--- src/rtl/ifu_exu_ibuf_pkg.sv ---
`default_nettype none
// ============================================================================
// Module      : ifu_exu_ibuf_pkg
// Description : Shared sizing constants and helpers for the IFU->EXU
//               instruction buffer (widths, default depth, predecode and
//               saturating-counter helpers).
// Revision    : 1.0 - initial release
// ============================================================================
package ifu_exu_ibuf_pkg;

    // Default widths and depth of the buffer.
    localparam int IBUF_PC_SIZE = 32;
    localparam int IBUF_XLEN    = 32;
    localparam int IBUF_DEPTH   = 2;

    // Width of the optional performance counters.
    localparam int IBUF_CNT_W   = 32;

    typedef logic [IBUF_CNT_W-1:0] ibuf_cnt_t;

    // A 32-bit RISC-V encoding has both low opcode bits set; anything else
    // is a 16-bit compressed instruction.
    function automatic logic ibuf_is_rv32(input logic [1:0] ir_lo);
        return (ir_lo == 2'b11);
    endfunction

    // Increment that sticks at all-ones instead of wrapping.
    function automatic ibuf_cnt_t ibuf_sat_inc(input ibuf_cnt_t val, input logic en);
        if (en && (val != {IBUF_CNT_W{1'b1}})) begin
            return val + ibuf_cnt_t'(1);
        end
        return val;
    endfunction

endpackage : ifu_exu_ibuf_pkg
`default_nettype wire

--- src/rtl/ibuf_fifo_ptr.sv ---
`default_nettype none
// ============================================================================
// Module      : ibuf_fifo_ptr
// Description : Read/write pointer pair for the instruction buffer FIFO.
//               Pointers carry one extra wrap bit so that full and empty are
//               distinguished purely from registered state.
// Revision    : 1.0 - initial release
// ============================================================================
module ibuf_fifo_ptr #(
    parameter int DEPTH = 2
) (
    input  logic                       clk,
    input  logic                       rst,
    input  logic                       push_i,
    input  logic                       pop_i,
    input  logic                       flush_i,
    output logic [$clog2(DEPTH)-1:0]   waddr_o,
    output logic [$clog2(DEPTH)-1:0]   raddr_o,
    output logic                       full_o,
    output logic                       empty_o
);

    localparam int c_AW = $clog2(DEPTH);
    localparam int c_PW = c_AW + 1;

    logic [c_PW-1:0] wptr_q;
    logic [c_PW-1:0] wptr_d;
    logic [c_PW-1:0] rptr_q;
    logic [c_PW-1:0] rptr_d;
    logic [c_PW-1:0] count;

    // Next pointer values: flush wins over any push/pop in the same cycle.
    always_comb begin
        wptr_d = wptr_q;
        rptr_d = rptr_q;
        if (flush_i) begin
            wptr_d = '0;
            rptr_d = '0;
        end else begin
            if (push_i) begin
                wptr_d = wptr_q + c_PW'(1);
            end
            if (pop_i) begin
                rptr_d = rptr_q + c_PW'(1);
            end
        end
    end

    // Pointer registers; they roll over naturally through the wrap bit.
    always_ff @(posedge clk or posedge rst) begin
        if (rst) begin
            wptr_q <= '0;
            rptr_q <= '0;
        end else begin
            wptr_q <= wptr_d;
            rptr_q <= rptr_d;
        end
    end

    assign count   = wptr_q - rptr_q;
    assign full_o  = (count == c_PW'(DEPTH));
    assign empty_o = (count == '0);
    assign waddr_o = wptr_q[c_AW-1:0];
    assign raddr_o = rptr_q[c_AW-1:0];

endmodule : ibuf_fifo_ptr
`default_nettype wire

--- src/rtl/ifu_exu_ibuf.sv ---
`default_nettype none
// ============================================================================
// Module      : ifu_exu_ibuf
// Description : Instruction buffer between IFU and EXU. Holds DEPTH {IR, PC}
//               pairs, presents the oldest with an rv32 predecode flag, keeps
//               the IFU ready path purely registered and drops everything on
//               a pipe flush.
//               Optional build macro IBUF_PERF_CNT_EN adds saturating stall
//               and bubble cycle counters.
// Revision    : 1.0 - initial release
// ============================================================================
module ifu_exu_ibuf
    import ifu_exu_ibuf_pkg::*;
#(
    parameter int PC_SIZE = IBUF_PC_SIZE,
    parameter int XLEN    = IBUF_XLEN,
    parameter int DEPTH   = IBUF_DEPTH
) (
    input  logic                 clk,
    input  logic                 rst,
    input  logic                 ibuf_i_ifu_valid,
    output logic                 ibuf_o_ifu_ready,
    input  logic [XLEN-1:0]      ibuf_i_ir,
    input  logic [PC_SIZE-1:0]   ibuf_i_pc,
    output logic                 ibuf_o_exu_valid,
    input  logic                 ibuf_i_exu_ready,
    output logic [XLEN-1:0]      ibuf_o_ir,
    output logic [PC_SIZE-1:0]   ibuf_o_pc,
    output logic                 ibuf_o_rv32,
    input  logic                 ibuf_i_flush_req,
`ifdef IBUF_PERF_CNT_EN
    output logic [31:0]          ibuf_o_stall_cnt,
    output logic [31:0]          ibuf_o_bubble_cnt,
`endif
    output logic                 ibuf_o_empty
);

    localparam int c_AW = $clog2(DEPTH);

    logic              full;
    logic              empty;
    logic              push;
    logic              pop;
    logic [c_AW-1:0]   waddr;
    logic [c_AW-1:0]   raddr;
    logic [XLEN-1:0]   ir_q [DEPTH];
    logic [PC_SIZE-1:0] pc_q [DEPTH];
    logic [XLEN-1:0]   head_ir;

    // Handshakes; a flush swallows both the incoming beat and the head pop.
    assign ibuf_o_ifu_ready = ~full;
    assign ibuf_o_exu_valid = ~empty;
    assign push = ibuf_i_ifu_valid & ~full  & ~ibuf_i_flush_req;
    assign pop  = ~empty & ibuf_i_exu_ready & ~ibuf_i_flush_req;

    ibuf_fifo_ptr #(
        .DEPTH   (DEPTH)
    ) u_ptr (
        .clk     (clk),
        .rst     (rst),
        .push_i  (push),
        .pop_i   (pop),
        .flush_i (ibuf_i_flush_req),
        .waddr_o (waddr),
        .raddr_o (raddr),
        .full_o  (full),
        .empty_o (empty)
    );

    generate
        for (genvar i = 0; i < DEPTH; i++) begin : g_entry
            // Entry storage; cleared on reset so outputs are never X.
            always_ff @(posedge clk or posedge rst) begin
                if (rst) begin
                    ir_q[i] <= '0;
                    pc_q[i] <= '0;
                end else if (push && (waddr == c_AW'(i))) begin
                    ir_q[i] <= ibuf_i_ir;
                    pc_q[i] <= ibuf_i_pc;
                end
            end
        end
    endgenerate

    // Head entry straight from storage: no bypass from the IFU inputs.
    assign head_ir      = ir_q[raddr];
    assign ibuf_o_ir    = head_ir;
    assign ibuf_o_pc    = pc_q[raddr];
    assign ibuf_o_rv32  = ibuf_is_rv32(head_ir[1:0]);
    assign ibuf_o_empty = empty;

`ifdef IBUF_PERF_CNT_EN
    ibuf_cnt_t stall_cnt_q;
    ibuf_cnt_t stall_cnt_d;
    ibuf_cnt_t bubble_cnt_q;
    ibuf_cnt_t bubble_cnt_d;

    // Stall: IFU offers but we are full. Bubble: nothing for EXU, except the
    // flush cycle itself. Flush does not clear these.
    always_comb begin
        stall_cnt_d  = ibuf_sat_inc(stall_cnt_q,  ibuf_i_ifu_valid & full);
        bubble_cnt_d = ibuf_sat_inc(bubble_cnt_q, empty & ~ibuf_i_flush_req);
    end

    // Counter registers.
    always_ff @(posedge clk or posedge rst) begin
        if (rst) begin
            stall_cnt_q  <= '0;
            bubble_cnt_q <= '0;
        end else begin
            stall_cnt_q  <= stall_cnt_d;
            bubble_cnt_q <= bubble_cnt_d;
        end
    end

    assign ibuf_o_stall_cnt  = stall_cnt_q;
    assign ibuf_o_bubble_cnt = bubble_cnt_q;
`endif

endmodule : ifu_exu_ibuf
`default_nettype wire

--- config.mk ---
export PLATFORM = sky130hd
export DESIGN_NAME = ifu_exu_ibuf
export DESIGN_NICKNAME = d
export VERILOG_FILES = /design/src/rtl/ifu_exu_ibuf_pkg.sv /design/src/rtl/ibuf_fifo_ptr.sv /design/src/rtl/ifu_exu_ibuf.sv
export SDC_FILE = /design/constraint.sdc
export NUM_CORES = 1
export LEC_CHECK = 0
export CORE_MARGIN = 5
export CORE_UTILIZATION = 51
export DETAILED_ROUTE_END_ITERATION = 12
export HOLD_SLACK_MARGIN = 0.02
export PLACE_DENSITY_LB_ADDON = 0.05
export SLEW_MARGIN = 20
export SYNTH_ARGS = -nofsm -noshare
export SYNTH_HDL_FRONTEND = slang
export SYNTH_HIERARCHICAL = 1
export SYNTH_SLANG_ARGS = --single-unit
--- constraint.sdc ---
create_clock -name clk -period 5.2 [get_ports clk]
set_clock_uncertainty 0.15 [all_clocks]
set_input_delay 1.04 -clock clk [delete_from_list [all_inputs] [get_ports clk]]
set_output_delay 1.04 -clock clk [all_outputs]
set_load 0.03 [all_outputs]
==> impl_metrics.tcl <==
set metrics [dict create \
    yosysSeqAreaShare 0.536 \
    overflow 0 \
    slew_viol_final 0 \
    die_w_um 120 \
    hold_viol_final 0 \
    root_buffer "clkbuf_16" \
    powerDensity_mw_per_mm2 467 \
    final_common_cell "clkdlybuf4s50_1" \
    fin_crit_sh 0.702 \
    rows 40 \
    grt_start_max_net_pins 70 \
    dp_hpwl_um 8140 \
    setup_violations 0 \
    slew_headroom 0.495 \
    ys_ff_latch 132 \
    required_ns 4.01 \
    final_cells 670 \
    post-place-ws_ns 1.83 \
    layout_common_cells "136 x clkdlybuf4s50_1, 131 x dfrtp_1, 127 x mux2_2" \
    drive_above_1_share 0.430 \
    ys_types 24 \
    clkLatencyLatePin_ns 0.40 \
    peakVddDrop_mv 0.239 \
    placedCellCount 639 \
    start_util 0.517 \
    ant_nets 0 \
    drt_iter0_markers 172 \
    gp_congestion 0.757 \
    postCtsHoldBufs 0 \
    pin_count 137 \
    dr_total_vias 3517 \
    worstHoldPathType "reg -> reg" \
    wl_met2_um 6010 \
    met1_length_um 5600 \
    tightestPinTransition_ns 0.757 \
    yosysWarnings 6 \
    cpPeakStageDelay_ns 0.62 \
    post_cts_buffers 0 \
    rsz0062_at_grt "no" \
    fin_crit_ns 3.65 \
    synthTopCellsByArea "dfrtp_1 54%, mux2_2 23%, mux2_4 15%, buf_12 3.9%, mux2_1 0.91%" \
    cp-start-kind "register" \
    synthesis.instances 370 \
    cts_buffers 17 \
    worst-path-max-fanout 33 \
    die_area_sq_mm 0.0144 \
    synth_area_per_cell_sq_um 16.7 \
    die_h_um 120 \
    syn_to_final_growth_pct 30.6 \
    outcome "complete, no violations" \
    routed-wl-met3_um 812 \
    fillers 884 \
    synth_area_leader_cell "dfrtp_1" \
    first_pass_iters 4 \
    setup_tns_ns 0 \
    cts_resized 0 \
    viasPerCell 5.25 \
    grt_pass1_vias 4025 \
    cts_max_level 4 \
    wl_per_cell_um 18.7 \
    synth_nets 439 \
    top_layer "met4" \
    fin_nets 580 \
    tritoncts "done" \
    netlist.area_leader.share 0.536 \
    antenna_found_initial 0 \
    grt_pass1_wl_um 20700 \
    routed_wl_um 12600 \
    synth.cell_area_sq_mm 0.00616 \
    post-route-drc-count 0 \
    p_leak_nw 3.40 \
    path_clk_slew_ns 0.05 \
    fin_ws_ns 1.55 \
    crit_slowest_cell "clkdlybuf4s50_1" \
    fmax_mhz 274 \
    endpoint_kind "output pin" \
    path_cells "buf_4 -> mux2_2 -> clkdlybuf4s50_1" \
    fin_area_sq_mm 0.00805 \
    place_area_sq_mm 0.00751 \
    clock_tree.buffer_depth 2 \
    cp.arrival_ns 2.46 \
    port_buffers 136 \
    grt_use_total 0.183 \
    critical_path_class "reg -> out" \
    core_area_sq_mm 0.0119 \
    cap_violations 0 \
    clock-sinks 132 \
    diodes 0 \
]
-- stage by stage --
step	utilization	hold WS, ns	power (mW)
after floorplan	-	0.304	2.29
after global placement	0.631	0.314	2.65
after detailed placement	0.631	0.329	2.69
after CTS	0.676	0.342	3.81
after global routing	0.676	0.358	3.95
final	0.676	0.335	3.76
-- synthesized netlist by cell type --
cell type and n:
mux2_4 60, nor4b_2 1, buf_6 2, o21ai_0 1, a21bo_1 1, nor4bb_2 1, buf_12 12, nand3b_1 2
a21oi_2 1, dfrtp_1 132, a21bo_2 1, mux2_1 5, buf_2 5, nor3b_1 2, nand3_1 1, nor2b_1 1
xor2_1 2, xnor2_1 2, mux2_2 127, inv_1 4, clkbuf_1 2, nand2_1 1, a21oi_1 1, nor2_1 3
-- metal layers --
metal	global-route usage	vias to the layer above
li1	-	1599
met1	0.239	1807
met2	0.285	100
met3	0.0683	11
met4	0.0558	0
met5	0	-
-- flip-flops by register name (all words and copies together), names as in the netlist --
register	cells
pc_q	64
u_ptr/wptr_q	2
ir_q	64
u_ptr/rptr_q	2
-- worst max-delay path, delay by kind of cell, from the launching register on --
family / cells / cell delay [ns]
buffers and inverters: 2 / 1.10
muxes: 1 / 0.41
DFF: 1 / 0.54
-- cells by family (layout without fill, tap and decap cells) --
logic type,Yosys count,after routing,synth area share
AO/OA/AOI/OAI,5,5,0.00629
XOR/XNOR,4,4,0.00569
buffers and inverters,25,178,0.0504
flip-flops,132,132,0.536
multiplexers,192,192,0.387
AND/OR/NAND/NOR,12,12,0.0142
-- power by group --
part	internal (mW)	total, mW	switching [mW]
Sequential	1.32	1.47	0.151
Combinational	0.683	1.20	0.520
Clock	0.690	1.09	0.401
-- path summary, 6_finish.rpt --
path	slack (ns)	start	depth (start not counted)	end
setup / recovery	1.55	u_ptr/rptr_q[0]	3	ibuf_o_ir[1]
hold / removal	0.34	ir_q[55]	1	ir_q[55]
min in group asynchronous	0.76	rst	2	u_ptr/rptr_q[1]
setup reg to reg	2.59	u_ptr/rptr_q[0]	5	pc_q[43]
hold reg to reg	0.34	ir_q[55]	1	ir_q[55]
max in group asynchronous	3.05	rst	3	pc_q[16]
-- area by class of cell --
class                      instances  area (sq um)  area share
sequential                       132          3300       0.410
multi-input combinational        213          2570       0.319
timing repair buffer             143          1440       0.179
clock buffer                      26           489      0.0608
tap                              147           184      0.0228
clock inverter                     5          50.0     0.00622
inverter                           4          17.5     0.00218
(Power assumes the default switching activity.)
